$ cat config.mk
export PLATFORM = sky130hd
export DESIGN_NAME = busca_instrucao_flat
export DESIGN_NICKNAME = d
export VERILOG_FILES = /design/src/rtl/busca_instrucao_if.sv /design/src/rtl/busca_instrucao.sv /design/src/flat_wrapper.sv
export SDC_FILE = /design/constraint.sdc
export NUM_CORES = 1
export LEC_CHECK = 0
export ABC_CLOCK_PERIOD_IN_PS = 4200
export CAP_MARGIN = 20
export CORE_ASPECT_RATIO = 0.6
export CORE_MARGIN = 2
export CORE_UTILIZATION = 55
export CTS_BUF_LIST = sky130_fd_sc_hd__clkbuf_8 sky130_fd_sc_hd__clkbuf_16
export DETAILED_ROUTE_END_ITERATION = 10
export PLACE_DENSITY_LB_ADDON = 0.1
export SETUP_SLACK_MARGIN = 0.1
export SKIP_LAST_GASP = 1
export SYNTH_ARGS = -nofsm -noshare
export SYNTH_HDL_FRONTEND = slang
export SYNTH_SLANG_ARGS = --single-unit
$ cat constraint.sdc
create_clock -name clk -period 4.2 [get_ports clk]
set_clock_uncertainty 0.05 [all_clocks]
set_input_delay 0.84 -clock clk [delete_from_list [all_inputs] [get_ports clk]]
set_output_delay 0.84 -clock clk [all_outputs]
set_load 0.05 [all_outputs]
$ cat src/rtl/busca_instrucao_if.sv
// Fetch-stage bundle: instruction-memory request/response plus the decode handshake and redirect.
// master = fetch stage, slave = memory/decode environment.
interface busca_instrucao_if #(
    parameter int LARGURA_PC = 32
);
    logic                  memReq;
    logic [LARGURA_PC-1:0] memEnd;
    logic                  memAceito;
    logic                  memValido;
    logic [31:0]           memDado;
    logic                  instrValida;
    logic [31:0]           instrucao;
    logic [LARGURA_PC-1:0] instrPC;
    logic [5:0]            opCode;
    logic [5:0]            funct;
    logic                  decPronto;
    logic                  desvio;
    logic [LARGURA_PC-1:0] alvoDesvio;

    modport master (
        output memReq, memEnd, instrValida, instrucao, instrPC, opCode, funct,
        input  memAceito, memValido, memDado, decPronto, desvio, alvoDesvio
    );

    modport slave (
        input  memReq, memEnd, instrValida, instrucao, instrPC, opCode, funct,
        output memAceito, memValido, memDado, decPronto, desvio, alvoDesvio
    );
endinterface

$ cat src/rtl/busca_instrucao.sv
// Instruction fetch: PC, credit-limited memory requests, prefetch FIFO feeding decode in order.
// Latency: accept in N -> instrValida in N+2; decode stall holds the head stable and stops requests once credits run out.
// Optional BUSCA_CONTADORES_EN adds contInstr = {dropped responses, pops}, each 16-bit saturating.
module busca_instrucao #(
    parameter int                    LARGURA_PC   = 32,
    parameter int                    PROFUNDIDADE = 4,
    parameter logic [LARGURA_PC-1:0] PC_INICIAL   = '0
) (
    input  logic                clk,
    input  logic                reset_n,
    busca_instrucao_if.master   bus
`ifdef BUSCA_CONTADORES_EN
    ,
    output logic [31:0]         contInstr
`endif
);
    localparam int PW = $clog2(PROFUNDIDADE);
    localparam int CW = PW + 1;

    logic [LARGURA_PC-1:0] pc;
    logic [LARGURA_PC-1:0] pcResp;
    logic [31:0]           filaPalavra [PROFUNDIDADE];
    logic [LARGURA_PC-1:0] filaPC      [PROFUNDIDADE];
    logic [PW-1:0]         rdPtr;
    logic [PW-1:0]         wrPtr;
    logic [CW-1:0]         ocupacao;
    logic [CW-1:0]         pendentes;
    logic [CW-1:0]         descartar;
    logic [CW:0]           creditoUsado;
    logic                  transfere;
    logic                  descarta;
    logic                  empurra;
    logic                  retira;
    logic [LARGURA_PC-1:0] alvo;

    // Credits count both buffered words and words still owed by memory, so a push never overflows.
    assign creditoUsado = {1'b0, ocupacao} + {1'b0, pendentes};
    assign bus.memReq   = reset_n && !bus.desvio && (creditoUsado < (CW+1)'(PROFUNDIDADE));
    assign bus.memEnd   = pc;
    assign transfere    = bus.memReq && bus.memAceito;
    assign descarta     = bus.memValido && (bus.desvio || (descartar != '0));
    assign empurra      = bus.memValido && !descarta;
    assign retira       = bus.instrValida && bus.decPronto;
    assign alvo         = {bus.alvoDesvio[LARGURA_PC-1:2], 2'b00};

    assign bus.instrValida = (ocupacao != '0);
    assign bus.instrucao   = bus.instrValida ? filaPalavra[rdPtr] : 32'h0;
    assign bus.instrPC     = bus.instrValida ? filaPC[rdPtr] : '0;
    assign bus.opCode      = bus.instrucao[31:26];
    assign bus.funct       = bus.instrucao[5:0];

    // pcResp tracks the address of the next response that will be kept; responses arrive in order.
    always_ff @(posedge clk or negedge reset_n) begin
        if (!reset_n) begin
            pc        <= PC_INICIAL;
            pcResp    <= PC_INICIAL;
            rdPtr     <= '0;
            wrPtr     <= '0;
            ocupacao  <= '0;
            pendentes <= '0;
            descartar <= '0;
        end else if (bus.desvio) begin
            pc        <= alvo;
            pcResp    <= alvo;
            rdPtr     <= '0;
            wrPtr     <= '0;
            ocupacao  <= '0;
            pendentes <= pendentes - CW'(bus.memValido);
            descartar <= pendentes - CW'(bus.memValido);
        end else begin
            if (transfere)
                pc <= pc + LARGURA_PC'(4);
            if (empurra) begin
                wrPtr  <= wrPtr + PW'(1);
                pcResp <= pcResp + LARGURA_PC'(4);
            end
            if (retira)
                rdPtr <= rdPtr + PW'(1);
            if (descarta)
                descartar <= descartar - CW'(1);
            ocupacao  <= ocupacao + CW'(empurra) - CW'(retira);
            pendentes <= pendentes + CW'(transfere) - CW'(bus.memValido);
        end
    end

    always_ff @(posedge clk) begin
        if (empurra) begin
            filaPalavra[wrPtr] <= bus.memDado;
            filaPC[wrPtr]      <= pcResp;
        end
    end

`ifdef BUSCA_CONTADORES_EN
    logic [15:0] contPop;
    logic [15:0] contDesc;

    always_ff @(posedge clk or negedge reset_n) begin
        if (!reset_n) begin
            contPop  <= '0;
            contDesc <= '0;
        end else begin
            if (retira && contPop != 16'hFFFF)
                contPop <= contPop + 16'd1;
            if (descarta && contDesc != 16'hFFFF)
                contDesc <= contDesc + 16'd1;
        end
    end

    assign contInstr = {contDesc, contPop};
`endif
endmodule

$ cat src/flat_wrapper.sv
// flat-port wrapper written by rule: the top's interface ports become plain ports
module busca_instrucao_flat 
#(
    parameter int                    LARGURA_PC   = 32,
    parameter int                    PROFUNDIDADE = 4,
    parameter logic [LARGURA_PC-1:0] PC_INICIAL   = '0
)
  (clk, reset_n, bus_memReq, bus_memEnd, bus_instrValida, bus_instrucao, bus_instrPC, bus_opCode, bus_funct, bus_memAceito, bus_memValido, bus_memDado, bus_decPronto, bus_desvio, bus_alvoDesvio);
  busca_instrucao_if #(.LARGURA_PC(LARGURA_PC)) bus_i ();
  input  logic clk;
  input  logic reset_n;
  output wire logic [$bits(bus_i.memReq)-1:0] bus_memReq;
  output wire logic [$bits(bus_i.memEnd)-1:0] bus_memEnd;
  output wire logic [$bits(bus_i.instrValida)-1:0] bus_instrValida;
  output wire logic [$bits(bus_i.instrucao)-1:0] bus_instrucao;
  output wire logic [$bits(bus_i.instrPC)-1:0] bus_instrPC;
  output wire logic [$bits(bus_i.opCode)-1:0] bus_opCode;
  output wire logic [$bits(bus_i.funct)-1:0] bus_funct;
  input wire logic [$bits(bus_i.memAceito)-1:0] bus_memAceito;
  input wire logic [$bits(bus_i.memValido)-1:0] bus_memValido;
  input wire logic [$bits(bus_i.memDado)-1:0] bus_memDado;
  input wire logic [$bits(bus_i.decPronto)-1:0] bus_decPronto;
  input wire logic [$bits(bus_i.desvio)-1:0] bus_desvio;
  input wire logic [$bits(bus_i.alvoDesvio)-1:0] bus_alvoDesvio;
  assign bus_memReq = bus_i.memReq;
  assign bus_memEnd = bus_i.memEnd;
  assign bus_instrValida = bus_i.instrValida;
  assign bus_instrucao = bus_i.instrucao;
  assign bus_instrPC = bus_i.instrPC;
  assign bus_opCode = bus_i.opCode;
  assign bus_funct = bus_i.funct;
  assign bus_i.memAceito = bus_memAceito;
  assign bus_i.memValido = bus_memValido;
  assign bus_i.memDado = bus_memDado;
  assign bus_i.decPronto = bus_decPronto;
  assign bus_i.desvio = bus_desvio;
  assign bus_i.alvoDesvio = bus_alvoDesvio;
  busca_instrucao #(.LARGURA_PC(LARGURA_PC), .PROFUNDIDADE(PROFUNDIDADE), .PC_INICIAL(PC_INICIAL)) u_core (.clk(clk), .reset_n(reset_n), .bus(bus_i));
endmodule
==> parameters.txt, run 1 <==
Parameter                              Value

Run status
  Status    completed

STA
  Number of endpoints failing setup at the final stage    0
  Headroom to the max-slew limit    29.2%
  Measured slew at the worst slew-check pin    1.05 ns
  Final number of hold-violating endpoints    0
  Final sum of negative setup slack    0 ns
  Final hold slack    0.481 ns
  Unrepaired setup endpoints after global routing    no
  Final Max Slew Viols    0
  Final worst-path cycle share    93.7%
  Final period demand of the worst path    3.93 ns
  Highest achievable clock rate    254 MHz

Yosys
  Mean post-synth cell area    15.9 sq um
  Number of warnings printed during yosys synthesis    0
  Library cell with the largest summed area after synthesis    sky130_fd_sc_hd__edfxtp_1
  Share of Yosys cell area claimed by the top area cell type    54.5%
  Total standard cell area after synthesis    13700 sq um
  Seq/Total Area, Yosys    67.9%
  Largest cells by area after synthesis    sky130_fd_sc_hd__edfxtp_1, sky130_fd_sc_hd__dfrtp_1, sky130_fd_sc_hd__mux4_2
  Synth Flop Type    sky130_fd_sc_hd__edfxtp_1
  Number of enable-type register cells in the synthesized netlist    248
  Distinct cell type count of the synthesized netlist    46
  Fraction of registers with async set/reset    22.7%
  Post-Syn Instances    862
  #FFs+latches synth    321

Run
  Max cap viols    0

Power
  Power density over the cells    615 nW/um^2
  Psw    3.61 mW
  Part of the total power dissipated in combinational logic    36.0%
  Sequential share of power    37.7%
  Switching Fraction    35.1%
  Clock power share    26.2%
  Leakage dissipation    5.77 nW
  Cell internal pwr    6.67 mW
  Worst vdd ir    347 uV
  Overall power    10.3 mW

Setup path
  Worst Setup Path Type    flop to output pin
  Data arrival at the endpoint of the critical path    3.04 ns
  Type of element launching the critical path    flop
  Kind of end point of the critical path    output pin
  Required time at the endpoint of the critical path    3.31 ns
  Worst Path Max Fanout    35

CTS
  Clock slew at reported path FFs    0.06 ns
  Postcts setup bufs    0
  H-tree depth reported by CTS    1
  # resized after CTS    0
  CTS root buffer    sky130_fd_sc_hd__clkbuf_16
  Longest Clk Path Bufs    3
  Clk_lat worst skew    0.54 ns
  CTS tree    done
  Num Clock Sinks    321
  Hold buffers post-CTS    0
  Number of buffers added by the clock tree synthesis step    29

Floorplan
  Die height    126 um
  Placeable Area    24300 sq um
  Die Outline Area    26200 sq um
  Horizontal extent of the die    208 um
  Standard-cell rows    44
  Num ports    180
  Initial cell density of the core    56.3%

Global routing
  Overall fraction of global-route tracks in use    22.4%
  Sum of overflow across all layers after global routing    0
  Number of global-route vias before repair    7757
  Antenna violations before repair    0
  Largest net degree at the start of global routing    74
  Global-route wire length before repair    45400 um

Min path
  Classification of the worst-slack hold path    flop to flop

Placement
  Placed Cells incl. Taps    1322
  DPL Wire Length    18500 um
  Input/output buffers    173
  Final GP Congestion    0.852

Route
  Routed length per placed instance    21.3 um
  Routed Antenna Nets    0
  Post-detailed-route DRC marker count    0
  Wire length after detailed routing    29300 um
  Initial DRT Pass Iterations    5
  Number of vias per cell after detailed routing    5.84
  Count of vias placed by the detailed router    8041
  Iteration-0 DRC count of the detailed router    688

Final layout
  Relative area change from synthesis to final layout    22.4%
  Net total in the final layout    1120
  Share of layout cells above drive strength 1    14.1%
  Diode insertion count for antenna repair    0
  Final standard cell count with taps included and fillers excluded    1377
  Filler cell count    1631
==> registers in the layout (all words and copies together) (netlist names) <==
name and count:
u_core.wrPtr 2, u_core.pcResp 30, u_core.bus.memEnd 30, u_core.ocupacao 3, u_core.rdPtr 2, u_core.pendentes 3, u_core.filaPalavra 128, u_core.filaPC 120
u_core.descartar 3
==> Yosys cell counts (2+ instances only) <==
library cell	count
sky130_fd_sc_hd__edfxtp_1	248
sky130_fd_sc_hd__dfrtp_1	73
sky130_fd_sc_hd__and2_1	71
sky130_fd_sc_hd__mux4_2	62
sky130_fd_sc_hd__nand2_1	54
sky130_fd_sc_hd__o21ai_0	35
sky130_fd_sc_hd__nand3_1	31
sky130_fd_sc_hd__clkbuf_1	27
sky130_fd_sc_hd__nor2_1	26
sky130_fd_sc_hd__xor2_1	26
sky130_fd_sc_hd__nand4_1	21
sky130_fd_sc_hd__xnor2_1	20
sky130_fd_sc_hd__inv_1	17
sky130_fd_sc_hd__buf_4	16
sky130_fd_sc_hd__ha_1	16
sky130_fd_sc_hd__and3_1	15
sky130_fd_sc_hd__mux2_2	13
sky130_fd_sc_hd__nor3_1	9
sky130_fd_sc_hd__buf_1	8
sky130_fd_sc_hd__o211ai_1	8
sky130_fd_sc_hd__a31oi_1	7
sky130_fd_sc_hd__nand2b_1	6
sky130_fd_sc_hd__nor4_1	5
sky130_fd_sc_hd__o31a_1	5
sky130_fd_sc_hd__a21boi_0	4
sky130_fd_sc_hd__a21oi_1	4
sky130_fd_sc_hd__and4_1	3
sky130_fd_sc_hd__o21a_1	3
sky130_fd_sc_hd__o311ai_0	3
sky130_fd_sc_hd__or3_1	3
sky130_fd_sc_hd__buf_2	2
sky130_fd_sc_hd__buf_6	2
sky130_fd_sc_hd__fa_1	2
sky130_fd_sc_hd__mux2i_1	2
sky130_fd_sc_hd__nand3b_1	2
sky130_fd_sc_hd__o311ai_1	2
sky130_fd_sc_hd__or4b_4	2
==> metrics by stage <==
stage               setup slack (ns)  utilization (%)  instance area, sq um
global placement               0.799             64.7                 15700
finish                         0.266             68.9                 16700
global route                   0.131             68.9                 16700
detailed placement             0.778             64.7                 15700
floorplan                      0.766                -                 13700
CTS                            0.217             68.8                 16700
==> cells in the final DEF, fill, tap and decap left out, types with 7 or more instances in the layout <==
master / count
sky130_fd_sc_hd__edfxtp_1: 248
sky130_fd_sc_hd__clkdlybuf4s50_1: 170
sky130_fd_sc_hd__dfrtp_1: 71
sky130_fd_sc_hd__and2_1: 67
sky130_fd_sc_hd__mux4_2: 62
sky130_fd_sc_hd__nand2_1: 54
sky130_fd_sc_hd__o21ai_0: 35
sky130_fd_sc_hd__nand3_1: 31
sky130_fd_sc_hd__clkbuf_16: 29
sky130_fd_sc_hd__nor2_1: 26
sky130_fd_sc_hd__xor2_1: 26
sky130_fd_sc_hd__inv_1: 23
sky130_fd_sc_hd__nand4_1: 21
sky130_fd_sc_hd__xnor2_1: 20
sky130_fd_sc_hd__ha_1: 16
sky130_fd_sc_hd__and3_1: 15
sky130_fd_sc_hd__mux2_2: 13
sky130_fd_sc_hd__buf_4: 13
sky130_fd_sc_hd__nor3_1: 9
sky130_fd_sc_hd__o211ai_1: 8
sky130_fd_sc_hd__a31oi_1: 7
sky130_fd_sc_hd__clkinv_1: 7
==> layout make-up <==
class	instances	area [sq um]	share of cell area (%)
Inverter	18	67.6	0.404
Sequential cell	321	9280	55.5
Timing Repair Buffer	191	1940	11.6
Tap cell	322	403	2.41
Clock inverter	23	230	1.38
Multi-Input combinational cell	471	4060	24.3
Clock buffer	31	753	4.50
==> power groups by stage <==
stage          sequential, mW  clock [mW]  combinational (mW)
2_1_floorplan            3.95           0                2.56
3_3_place_gp             3.94           0                3.70
3_5_place_dp             3.94           0                3.73
4_1_cts                  3.88        2.75                3.75
5_1_grt                  3.92        2.88                3.91
6_report                 3.88        2.70                3.71
==> per-layer routing <==
layer  GRT usage (%)  vias up  share of wire, %
met2            32.3      315                43
met3            3.57       34               6.8
met5               0        -                 0
met1            36.6     4095                49
li1                -     3597                 -
met4            4.12        0               1.3
==> worst paths after layout <==
path | from | end | slack (ns) | cells after the start
max in group asynchronous | reset_n | u_core.rdPtr[0] | 2.89 | 2
setup reg to reg | u_core.pendentes[2] | u_core.pendentes[2] | 0.90 | 9
hold / removal | u_core.pendentes[2] | u_core.pendentes[2] | 0.48 | 1
setup / recovery | u_core.ocupacao[1] | bus_funct[1] | 0.27 | 4
hold reg to reg | u_core.pendentes[2] | u_core.pendentes[2] | 0.48 | 1
min in group asynchronous | reset_n | u_core.pendentes[0] | 0.49 | 2
==> logic make-up after synthesis <==
| logic type | after synthesis | synth area share [%] |
|---|---|---|
| compound gates | 74 | 3.40 |
| other cells | 1 | 0.0274 |
| xor+xnor | 46 | 2.95 |
| fa+ha+maj | 18 | 1.76 |
| flops | 321 | 67.9 |
| buf+inv | 73 | 2.57 |
| simple gates | 252 | 10.0 |
| mux | 77 | 11.4 |
==> worst max-delay path, stage by stage, from the launching register on <==
cell and delay [ns]:
sky130_fd_sc_hd__dfrtp_1 0.45, sky130_fd_sc_hd__or3_2 0.80, sky130_fd_sc_hd__buf_4 0.34, sky130_fd_sc_hd__and2_1 0.18, sky130_fd_sc_hd__clkdlybuf4s50_1 0.70
Power figures use the tool's default switching activity.
==> run 2, diff against run 1 <==
--- a/config.mk
+++ b/config.mk
@@ -9,12 +9,14 @@
 export CAP_MARGIN = 20
 export CORE_ASPECT_RATIO = 0.6
 export CORE_MARGIN = 2
-export CORE_UTILIZATION = 55
+export CORE_UTILIZATION = 61
 export CTS_BUF_LIST = sky130_fd_sc_hd__clkbuf_8 sky130_fd_sc_hd__clkbuf_16
 export DETAILED_ROUTE_END_ITERATION = 10
+export DONT_BUFFER_PORTS = 1
 export PLACE_DENSITY_LB_ADDON = 0.1
 export SETUP_SLACK_MARGIN = 0.1
 export SKIP_LAST_GASP = 1
+export SLEW_MARGIN = 10
 export SYNTH_ARGS = -nofsm -noshare
 export SYNTH_HDL_FRONTEND = slang
 export SYNTH_SLANG_ARGS = --single-unit
==> run 2 against run 1 <==
- worst setup slack gained 0.35 ns
- utilization fell by 0.79 points
- sequential power grew 4%
- global-route usage grew 2.0 points
- die area shrank 9.6%
- via count shrank 8.0%
- critical path type unchanged
==> parameters.txt, run 2 (synthesis gave the netlist of run 1 again) <==
Parameter                              Value

Setup path
  CP peak stage delay    0.77 ns (was 0.80 ns)
  R2r setup slk    0.93 ns (was 0.90 ns)
  Worst Path Max Fanout    25 (was 35)
  Type of element launching the critical path    flop (unchanged)
  Origin of the critical flop-to-flop path    u_core.pendentes[2] (unchanged)
  Kind of end point of the critical path    output pin (unchanged)
  Endpoint of the worst setup timing path    bus_instrucao[5] (was bus_funct[1])
  Critical Path Slowest Stage Cell    sky130_fd_sc_hd__dfrtp_4 (was sky130_fd_sc_hd__or3_2)
  RR Endpoint    u_core.pendentes[2] (unchanged)
  Required time at the endpoint of the critical path    3.31 ns (about the same)
  Launch point of the critical path    u_core.rdPtr[0] (was u_core.ocupacao[1])
  Cell depth of the worst flop-to-flop path    9 (unchanged)
  Data arrival at the endpoint of the critical path    2.69 ns (was 3.04 ns)
  Worst Setup Path Type    flop to output pin (unchanged)
  Crit-path cells    buf_12, mux4_2, and2_1 (was or3_2, buf_4, and2_1, clkdlybuf4s50_1)

Route
  Routed length per placed instance    24.2 um (was 21.3 um)
  Routed Antenna Nets    0 (unchanged)
  Count of vias placed by the detailed router    7397 (was 8041)
  Iteration-0 DRC count of the detailed router    529 (was 688)
  Wire length after detailed routing    28300 um (was 29300 um)
  Post-detailed-route DRC marker count    0 (unchanged)
  Number of vias per cell after detailed routing    6.32 (was 5.84)
  Initial DRT Pass Iterations    5 (unchanged)

STA
  Final number of hold-violating endpoints    0 (unchanged)
  Final period demand of the worst path    3.58 ns (was 3.93 ns)
  Final Max Slew Viols    0 (unchanged)
  Final hold slack    0.128 ns (was 0.481 ns)
  Number of endpoints failing setup at the final stage    0 (unchanged)
  Final sum of negative setup slack    0 ns (unchanged)
  Headroom to the max-slew limit    28.6% (was 29.2%)
  Unrepaired setup endpoints after global routing    no (unchanged)
  Measured slew at the worst slew-check pin    1.06 ns (was 1.05 ns)
  Highest achievable clock rate    279 MHz (was 254 MHz)
  Final worst-path cycle share    85.3% (was 93.7%)

Floorplan
  Placeable Area    22000 sq um (was 24300 sq um)
  Initial cell density of the core    62.1% (was 56.3%)
  Die Outline Area    23700 sq um (was 26200 sq um)
  Horizontal extent of the die    197 um (was 208 um)
  Num ports    180 (unchanged)
  Die height    120 um (was 126 um)
  Standard-cell rows    42 (was 44)

Final layout
  Largest registers    u_core.filaPalavra (128), u_core.filaPC (120) (unchanged)
  Flip-flop and latch area    9280 sq um (unchanged)
  Largest register by flop count    u_core.filaPalavra (unchanged)
  Filler cell count    1409 (was 1631)
  Post-layout util    68.1% (was 68.9%)
  Diode insertion count for antenna repair    0 (unchanged)
  Max FFs per register    128 (unchanged)
  Share of layout cells above drive strength 1    16.9% (was 14.1%)
  Net total in the final layout    953 (was 1120)
  Relative area change from synthesis to final layout    9.73% (was 22.4%)
  Non-Filler Cell Area, Final    15000 sq um (was 16700 sq um)
  Most common cell after layout, fill and taps aside    sky130_fd_sc_hd__edfxtp_1 (unchanged)
  Area of combinational cells with multiple inputs    4070 sq um (was 4060 sq um)
  Most frequent cells in the layout    sky130_fd_sc_hd__edfxtp_1, sky130_fd_sc_hd__dfrtp_1, sky130_fd_sc_hd__and2_1, sky130_fd_sc_hd__mux4_2, sky130_fd_sc_hd__nand2_1 (was sky130_fd_sc_hd__edfxtp_1, sky130_fd_sc_hd__clkdlybuf4s50_1, sky130_fd_sc_hd__dfrtp_1, sky130_fd_sc_hd__and2_1, sky130_fd_sc_hd__mux4_2)

Global routing
  Number of global-route vias before repair    7428 (was 7757)
  Global route hottest layer    met1 (unchanged)
  Largest net degree at the start of global routing    74 (unchanged)
  Global-route wire length before repair    43500 um (was 45400 um)
  Sum of overflow across all layers after global routing    0 (unchanged)
  Met1 global-route usage    37.2% (was 36.6%)
  Met2 GRT Util    36.3% (was 32.3%)
  Met3 GRT Util    5.82% (was 3.57%)
  Antenna violations before repair    0 (unchanged)
  Overall fraction of global-route tracks in use    24.4% (was 22.4%)

Power
  Leakage dissipation    5.15 nW (was 5.77 nW)
  Worst vdd ir    317 uV (was 347 uV)
  Cell internal pwr    5.88 mW (was 6.67 mW)
  Power density over the cells    626 nW/um^2 (was 615 nW/um^2)
  Psw    3.51 mW (was 3.61 mW)
  Overall power    9.39 mW (was 10.3 mW)
  Part of the total power dissipated in combinational logic    29.8% (was 36.0%)
  Switching Fraction    37.4% (was 35.1%)
  Sequential share of power    42.9% (was 37.7%)
  Clock power share    27.2% (was 26.2%)

Run status
  Status    completed (unchanged)

CTS
  H-tree depth reported by CTS    1 (unchanged)
  Clk_lat worst skew    0.56 ns (was 0.54 ns)
  Longest Clk Path Bufs    3 (unchanged)
  CTS tree    done (unchanged)
  Number of buffers added by the clock tree synthesis step    30 (was 29)
  CTS root buffer    sky130_fd_sc_hd__clkbuf_16 (unchanged)
  Clock slew at reported path FFs    0.07 ns (was 0.06 ns)
  # resized after CTS    0 (unchanged)
  Num Clock Sinks    321 (unchanged)

Placement
  Input/output buffers    0 (was 173)
  DPL Wire Length    18400 um (was 18500 um)
  Final GP Congestion    0.913 (was 0.852)
  Placement Cell Area    14000 sq um (was 15700 sq um)

Min path
  Classification of the worst-slack hold path    input port to asynchronous set/reset pin (was flop to flop)

Run
  Max cap viols    0 (unchanged)
## run 2: changes by cell type in the layout (fill, tap and decap cells not counted), sizes merged
cell / delta
inv: +2
clkinvlp: -1
bufinv: -3
buf: +2
clkdlybuf4s50: -170
## run 2: power groups by stage
stage                     registers, mW  clock network [mW]  logic [mW]
after global routing               4.06                2.73        2.97
after detailed placement           4.10                   0        2.81
final                              4.03                2.56        2.80
after floorplan                    3.95                   0        2.56
after CTS                          4.03                2.60        2.84
after global placement             4.08                   0        2.77
## run 2: timing repair
action,4_1_cts,5_1_grt
endpoints found under the setup margin,0,0
buffers inserted,0,0
endpoints found under the hold margin,73,0
hold buffers,1,0
## run 2: worst min path at each step
stage,from,end,cells past startpoint
after global placement,u_core.pendentes[2],u_core.pendentes[2],1
after global routing,reset_n,u_core.ocupacao[0],1
after floorplan,u_core.pendentes[2],u_core.pendentes[2],1
after CTS,reset_n,u_core.rdPtr[0],1
final,reset_n,u_core.pcResp[3],1
after detailed placement,u_core.pendentes[2],u_core.pendentes[2],1
## run 2: layout make-up
type	count	area share, %
clock inverter	21	1.09
clock buffer	31	5.10
tap	286	2.39
multi-input combinational	471	27.1
sequential	321	61.9
inverter	18	0.450
timing repair buffer	23	2.00
## run 2: worst max-delay path: cells and delay by family (launching register included)
kind	cells	cell delay, ns
buffers and inverters	1	0.29
DFF	1	0.77
and+or+nand+nor	1	0.51
muxes	1	0.52
## run 2: layer usage
layer | wire, um | vias to the layer above
met4 | 465 | 0
li1 | - | 3276
met5 | 0 | -
met3 | 2580 | 37
met1 | 12600 | 3749
met2 | 12700 | 335
## run 2: through the flow
step / instances / worst slack, ns
3_5_place_dp: 1117 / 0.846
3_3_place_gp: 1117 / 0.897
5_1_grt: 1171 / 0.460
2_1_floorplan: 865 / 0.766
4_1_cts: 1170 / 0.551
6_report: 1171 / 0.619
==> run 3, diff against run 2 <==
==> constraint.sdc (replaced) <==
create_clock -name clk -period 4.2 [get_ports clk]
set_clock_uncertainty 0.05 [all_clocks]
set_input_delay 0.84 -clock clk [delete_from_list [all_inputs] [get_ports clk]]
set_output_delay 0.84 -clock clk [all_outputs]
set_load 0.02 [all_outputs]
==> run 3 against run 2 <==
- first-iteration DRC count grew 16%
- sequential power decreased by 1%
- global-route usage increased by 0.051 points
- clock power rose by 9.8%
- non-clock buffer count decreased by 9
- maximum frequency grew 2.8%
- final cell count fell by 0.51%
- highest routed layer unchanged
==> parameters.txt, run 3 (synthesis gave the netlist of run 1 again) <==
Parameter                              Value

CTS
  Clk_lat worst skew    0.55 ns (was 0.56 ns)
  # resized after CTS    0 (unchanged)
  Clock slew at reported path FFs    0.07 ns (about the same)
  Postcts setup bufs    0 (unchanged)
  Longest Clk Path Bufs    3 (unchanged)
  Number of buffers added by the clock tree synthesis step    30 (unchanged)
  Num Clock Sinks    321 (unchanged)
  CTS tree    done (unchanged)
  CTS root buffer    sky130_fd_sc_hd__clkbuf_16 (unchanged)
  H-tree depth reported by CTS    1 (unchanged)

Min path
  Classification of the worst-slack hold path    input port to asynchronous set/reset pin (unchanged)

Global routing
  Largest net degree at the start of global routing    74 (unchanged)
  Overall fraction of global-route tracks in use    24.4% (about the same)
  Sum of overflow across all layers after global routing    0 (unchanged)
  Antenna violations before repair    0 (unchanged)
  Global-route wire length before repair    44000 um (was 43500 um)
  Number of global-route vias before repair    7473 (was 7428)

Setup path
  Data arrival at the endpoint of the critical path    2.59 ns (was 2.69 ns)
  Worst Setup Path Type    flop to output pin (unchanged)
  Kind of end point of the critical path    output pin (unchanged)
  Type of element launching the critical path    flop (unchanged)
  Required time at the endpoint of the critical path    3.31 ns (about the same)
  Worst Path Max Fanout    29 (was 25)

Placement
  Input/output buffers    0 (unchanged)
  Placement Cell Area    13900 sq um (was 14000 sq um)
  Placement Setup Slack    0.888 ns (was 0.846 ns)
  DPL Wire Length    17900 um (was 18400 um)
  Final GP Congestion    0.938 (was 0.913)

Power
  Overall power    8.75 mW (was 9.39 mW)
  Power density over the cells    582 nW/um^2 (was 626 nW/um^2)
  Leakage dissipation    5.12 nW (was 5.15 nW)
  Worst vdd ir    405 uV (was 317 uV)

STA
  Final Max Slew Viols    0 (unchanged)
  Measured slew at the worst slew-check pin    0.926 ns (was 1.06 ns)
  Final sum of negative setup slack    0 ns (unchanged)
  Number of endpoints failing setup at the final stage    0 (unchanged)
  Highest achievable clock rate    287 MHz (was 279 MHz)
  Unrepaired setup endpoints after global routing    no (unchanged)
  Setup slack after layout    0.717 ns (was 0.619 ns)
  Final period demand of the worst path    3.48 ns (was 3.58 ns)
  Headroom to the max-slew limit    37.7% (was 28.6%)
  Final number of hold-violating endpoints    0 (unchanged)
  Final worst-path cycle share    82.9% (was 85.3%)

Route
  Number of vias per cell after detailed routing    6.40 (was 6.32)
  Routed Antenna Nets    0 (unchanged)
  Routed length per placed instance    24.2 um (about the same)
  Iteration-0 DRC count of the detailed router    611 (was 529)
  Post-detailed-route DRC marker count    0 (unchanged)
  Count of vias placed by the detailed router    7455 (was 7397)
  Wire length after detailed routing    28200 um (was 28300 um)
  Initial DRT Pass Iterations    5 (unchanged)

Floorplan
  Horizontal extent of the die    197 um (unchanged)
  Die Outline Area    23700 sq um (unchanged)
  Num ports    180 (unchanged)
  Placeable Area    22000 sq um (unchanged)
  Die height    120 um (unchanged)
  Standard-cell rows    42 (unchanged)
  Initial cell density of the core    62.1% (unchanged)

Final layout
  Area of combinational cells with multiple inputs    4060 sq um (was 4070 sq um)
  Net total in the final layout    944 (was 953)
  Share of layout cells above drive strength 1    16.7% (was 16.9%)
  Largest register by flop count    u_core.filaPalavra (unchanged)
  Max FFs per register    128 (unchanged)
  Most frequent cells in the layout    sky130_fd_sc_hd__edfxtp_1, sky130_fd_sc_hd__dfrtp_1, sky130_fd_sc_hd__and2_1, sky130_fd_sc_hd__mux4_2, sky130_fd_sc_hd__nand2_1 (unchanged)
  Largest registers    u_core.filaPalavra (128), u_core.filaPC (120) (unchanged)
  Most common cell after layout, fill and taps aside    sky130_fd_sc_hd__edfxtp_1 (unchanged)
  Diode insertion count for antenna repair    0 (unchanged)
  Flip-flop and latch area    9280 sq um (unchanged)
  Relative area change from synthesis to final layout    9.99% (was 9.73%)
  Non-Filler Cell Area, Final    15000 sq um (about the same)
  Filler cell count    1464 (was 1409)

Run status
  Status    completed (unchanged)

Run
  Max cap viols    0 (unchanged)
[run 3: cell types whose count changed in the layout (fill, tap and decap cells not counted)]
cell | before | now
sky130_fd_sc_hd__buf_4 | 14 | 6
sky130_fd_sc_hd__inv_1 | 26 | 20
sky130_fd_sc_hd__bufinv_16 | 2 | 5
sky130_fd_sc_hd__clkinvlp_4 | 0 | 3
sky130_fd_sc_hd__clkbuf_8 | 1 | 3
sky130_fd_sc_hd__clkinv_1 | 4 | 6
sky130_fd_sc_hd__buf_12 | 7 | 6
sky130_fd_sc_hd__clkinv_2 | 5 | 4
sky130_fd_sc_hd__nor3_1 | 8 | 9
sky130_fd_sc_hd__nor3_2 | 1 | 0
[run 3: final timing paths]
| check | start | endpoint | slack, ns | depth (start not counted) |
|---|---|---|---|---|
| max in group asynchronous | reset_n | u_core.rdPtr[0] | 3.64 | 1 |
| worst min-delay path | reset_n | u_core.bus.memEnd[30] | 0.11 | 1 |
| min in group clk | bus_memDado[13] | u_core.filaPalavra[1][13] | 0.32 | 0 |
| worst max register to register | u_core.pendentes[2] | u_core.pendentes[2] | 0.97 | 9 |
| worst min register to register | u_core.pendentes[2] | u_core.pendentes[2] | 0.48 | 1 |
| worst max-delay path | u_core.rdPtr[0] | bus_instrucao[27] | 0.72 | 3 |
[run 3: layout make-up]
class,instances,area share [%]
Sequential cell,321,61.7
Inverter,18,0.449
Clock buffer,33,5.27
Tap cell,286,2.38
Timing Repair Buffer,14,1.46
Multi-Input combinational cell,471,27.0
Clock inverter,22,1.71
[run 3: repair_timing]
action | 4_1_cts | 5_1_grt
hold buffers | 1 | 0
hold endpoints to repair | 73 | 0
endpoints found under the setup margin | 0 | 0
[run 3: routing by layer]
layer | track usage, % | routed length (um) | share of wire, % | up-vias
met5 | 0 | 0 | 0 | -
met3 | 6.01 | 2760 | 9.8 | 39
met2 | 34.9 | 12300 | 44 | 347
met1 | 38.5 | 12700 | 45 | 3824
li1 | - | - | - | 3245
met4 | 5.26 | 488 | 1.7 | 0
[run 3: critical path, stage by stage (launching register included)]
cell                      delay, ns
sky130_fd_sc_hd__dfrtp_4       0.81
sky130_fd_sc_hd__buf_4         0.37
sky130_fd_sc_hd__mux4_2        0.52
sky130_fd_sc_hd__and2_1        0.32
[run 3: stage by stage]
stage                     std cells  hold WS, ns  util, %
final                          1165        0.114     68.3
after global routing           1165        0.129     68.3
after CTS                      1164        0.127     68.1
after detailed placement       1108        0.476     63.3
after global placement         1108        0.454     63.3
after floorplan                 865        0.436        -
[run 3: report_power, final]
group | total, mW | internal, mW | switching, mW
clock | 2.81 | 1.66 | 1.15
combinational | 1.97 | 0.777 | 1.19
sequential | 3.97 | 3.64 | 0.326
==> patch (settings of run 1) <==
`LARGURA_PC` is set to 32 in 3 places; all go to 64.
--- a/src/rtl/busca_instrucao_if.sv
+++ b/src/rtl/busca_instrucao_if.sv
@@ -3,3 +3,3 @@
 interface busca_instrucao_if #(
-    parameter int LARGURA_PC = 32
+    parameter int LARGURA_PC = 64
 );
--- a/src/rtl/busca_instrucao.sv
+++ b/src/rtl/busca_instrucao.sv
@@ -4,3 +4,3 @@
 module busca_instrucao #(
-    parameter int                    LARGURA_PC   = 32,
+    parameter int                    LARGURA_PC   = 64,
     parameter int                    PROFUNDIDADE = 4,
--- a/src/flat_wrapper.sv
+++ b/src/flat_wrapper.sv
@@ -3,3 +3,3 @@
 #(
-    parameter int                    LARGURA_PC   = 32,
+    parameter int                    LARGURA_PC   = 64,
     parameter int                    PROFUNDIDADE = 4,
Interface: changed (resized bus_alvoDesvio, bus_instrPC and bus_memEnd); port bits go from 180 to 276. The function was not compared with the original's and may differ.
==> patch against run 1 <==
  * Power grew 54%
  * Synthesized area up 63%
  * Critical path depth is the same
  * Global-route usage up 3.5 points
  * Design area grew 62%
  * Worst setup slack better by 35 ps
  * Sequential cell count up 192
  * Count of clock-buffer cells in the layout rose by 21
  * Wire length grew 83%
  * Largest power group unchanged
==> patch: results (changes against run 1) <==
stage	metric	value	unit	change
status	status	finished, final reports clean		
global_routing	gr usage total	25.9	%	+3.5 points
cts	H-tree levels	2		+1
yosys	mux share of post-synthesis cell area	10.6	%	-0.84 points
cts	root buffer cell	clkbuf_16		
cts	Post-CTS Setup Inserts	0		unchanged
yosys	yosys synthesis warning count	0		unchanged
yosys	top post-synthesis cells by area	edfxtp_1 (51%), dfrtp_1 (15%), mux4_2 (9.5%), and2_1 (3.1%), o21ai_0 (2.0%)		
final_layout	layout cells sized above 1	12.6	%	-1.5 points
yosys	sequential area share after synthesis	65.9	%	-1.9 points
detailed_routing	via/cell ratio	5.97		+2.3%
global_routing	pin count of the biggest net entering global routing	95		+28%
sta	post-route setup TNS	0	ps	unchanged
global_routing	global-route wire length before repair	83.5	mm	+84%
global_routing	vias in the first global route	14100		+82%
cts	later-pin clock latency in the skew report	560	ps	+20 ps
yosys	Compound-Gate Fraction of Synth Area	4.63	%	+1.2 points
yosys	top post-synthesis cells by count	edfxtp_1 (376), dfrtp_1 (137), nand2_1 (119), and2_1 (109), mux4_2 (94)		
worst_setup_path	Reg2Reg Depth	6		-3
worst_setup_path	worst setup path start	u_core.rdPtr[0]		
global_routing	initial antenna violation count	1		+1
detailed_routing	DRC viols	0		unchanged
yosys	number of flops mapped to enable cells by yosys	376		+52%
yosys	post-synthesis adder-cell area fraction	1.08	%	-0.68 points
worst_setup_path	CP Max Fanout	20		-43%
sta	Slew @ Worst Pin	903	ps	-148 ps
final_layout	largest registers	u_core.filaPC: 248 flops, u_core.filaPalavra: 128 flops		
cts	Max Root-Sink Buffers	3		unchanged
yosys	asr flop ratio synth	26.7	%	+4.0 points
cts	Clock transition at path regs	70	ps	
sta	Slew Limit Fails	0		unchanged
detailed_routing	DRT Pass-1 Iters	7		+2
power	Worst VDD drop	0.356	mV	+2.6%
place	RePlAce Congestion	0.894		+5.0%
die	die area	42300	µm²	+62%
detailed_routing	drt initial violations	1283		+86%
detailed_routing	average wire per standard cell	23.0	µm	+8.0%
place	PortBufs	269		+55%
yosys	number of distinct library cells after synthesis	57		+24%
worst_setup_path	reg2reg start	u_core.pcResp[27]		
min_path	Hold Crit Class	in -> async		
yosys	XOR/XNOR Fraction of Synth Area	3.30	%	+0.35 points
place	DP HPWL	35.1	mm	+90%
worst_setup_path	R2R Setup Slk	1010	ps	+110 ps
final_layout	final net count	1887		+68%
cts	CTS buffer count	46		+59%
worst_setup_path	Reg-to-Reg End	u_core.pcResp[60]		
final_layout	fillers	2815		+73%
worst_setup_path	crit path DAT	3010	ps	-30 ps
power	Leakage Power	9.38	nW	+62%
patch: changes by cell type after synthesis, moves of 27 or more:
cell,before,now
dfrtp_1,73,137
and2_1,71,109
nand4_1,21,48
o21ai_0,35,91
edfxtp_1,248,376
mux4_2,62,94
nand2_1,54,119
nand3_1,31,63
clkbuf_1,27,58
patch: per-layer routing:
layer | GRT usage [%] | up-vias | part of all wire (%)
met3 | 5.78 | 68 | 8.3
li1 | - | 6267 | -
met1 | 38.7 | 7039 | 45
met2 | 39.2 | 575 | 45
met5 | 0 | - | 0
met4 | 6.12 | 0 | 2.0
patch: logic make-up (layout without fill, tap and decap cells):
kind of cell	count (synthesis)	count (layout)
multiplexers	116	116
AO/OA/AOI/OAI	170	170
other	1	5
buffers and inverters	117	409
adder cells (fa/ha/maj)	18	18
XOR/XNOR	84	84
flip-flops	513	513
AND/OR/NAND/NOR	490	490
patch: worst max-delay path by stage:
stage                         to  slack [ps]  cells after the start
5_1_grt          bus_instrPC[39]         180                      4
2_1_floorplan   bus_instrucao[0]         860                      6
3_5_place_dp   u_core.pcResp[60]         440                      7
6_report         bus_instrPC[39]         300                      4
4_1_cts          bus_instrPC[62]         160                      4
3_3_place_gp   u_core.pcResp[60]         450                      7
patch: critical path, cell delays in order (launching register included):
cell             delay (ps)
dfrtp_4                 690
buf_12                  260
mux4_2                  600
and2_1                  190
clkdlybuf4s50_1         690
patch: what timing repair did:
item	CTS	global route
setup endpoints to repair	0	54
hold buffers	0	0
gates resized for setup	0	1
patch: layout make-up:
type | count | area share [%]
inverters | 27 | 0.374
flip-flops and latches | 513 | 54.4
multi-input cells | 882 | 26.3
diodes | 1 | 0.00924
well taps | 531 | 2.45
repair buffers | 297 | 11.2
clock inverters | 33 | 0.587
clock buffers | 52 | 4.68
patch: power breakdown:
part	switching, mW	total [mW]	internal [mW]
combinational	3.45	5.63	2.17
sequential	0.423	6.22	5.80
clock	1.78	3.99	2.21
patch: per-stage QoR:
step           worst slack [ps]  area, µm²  instances  power (mW)  hold WS (ps)
2_1_floorplan               855      22300       1512        10.1           424
3_3_place_gp                453      25600       2249        11.9           455
3_5_place_dp                442      25600       2249        12.0           461
4_1_cts                     156      27100       2334        16.0           378
5_1_grt                     179      27100       2336        16.5           406
6_report                    301      27100       2336        15.8           369
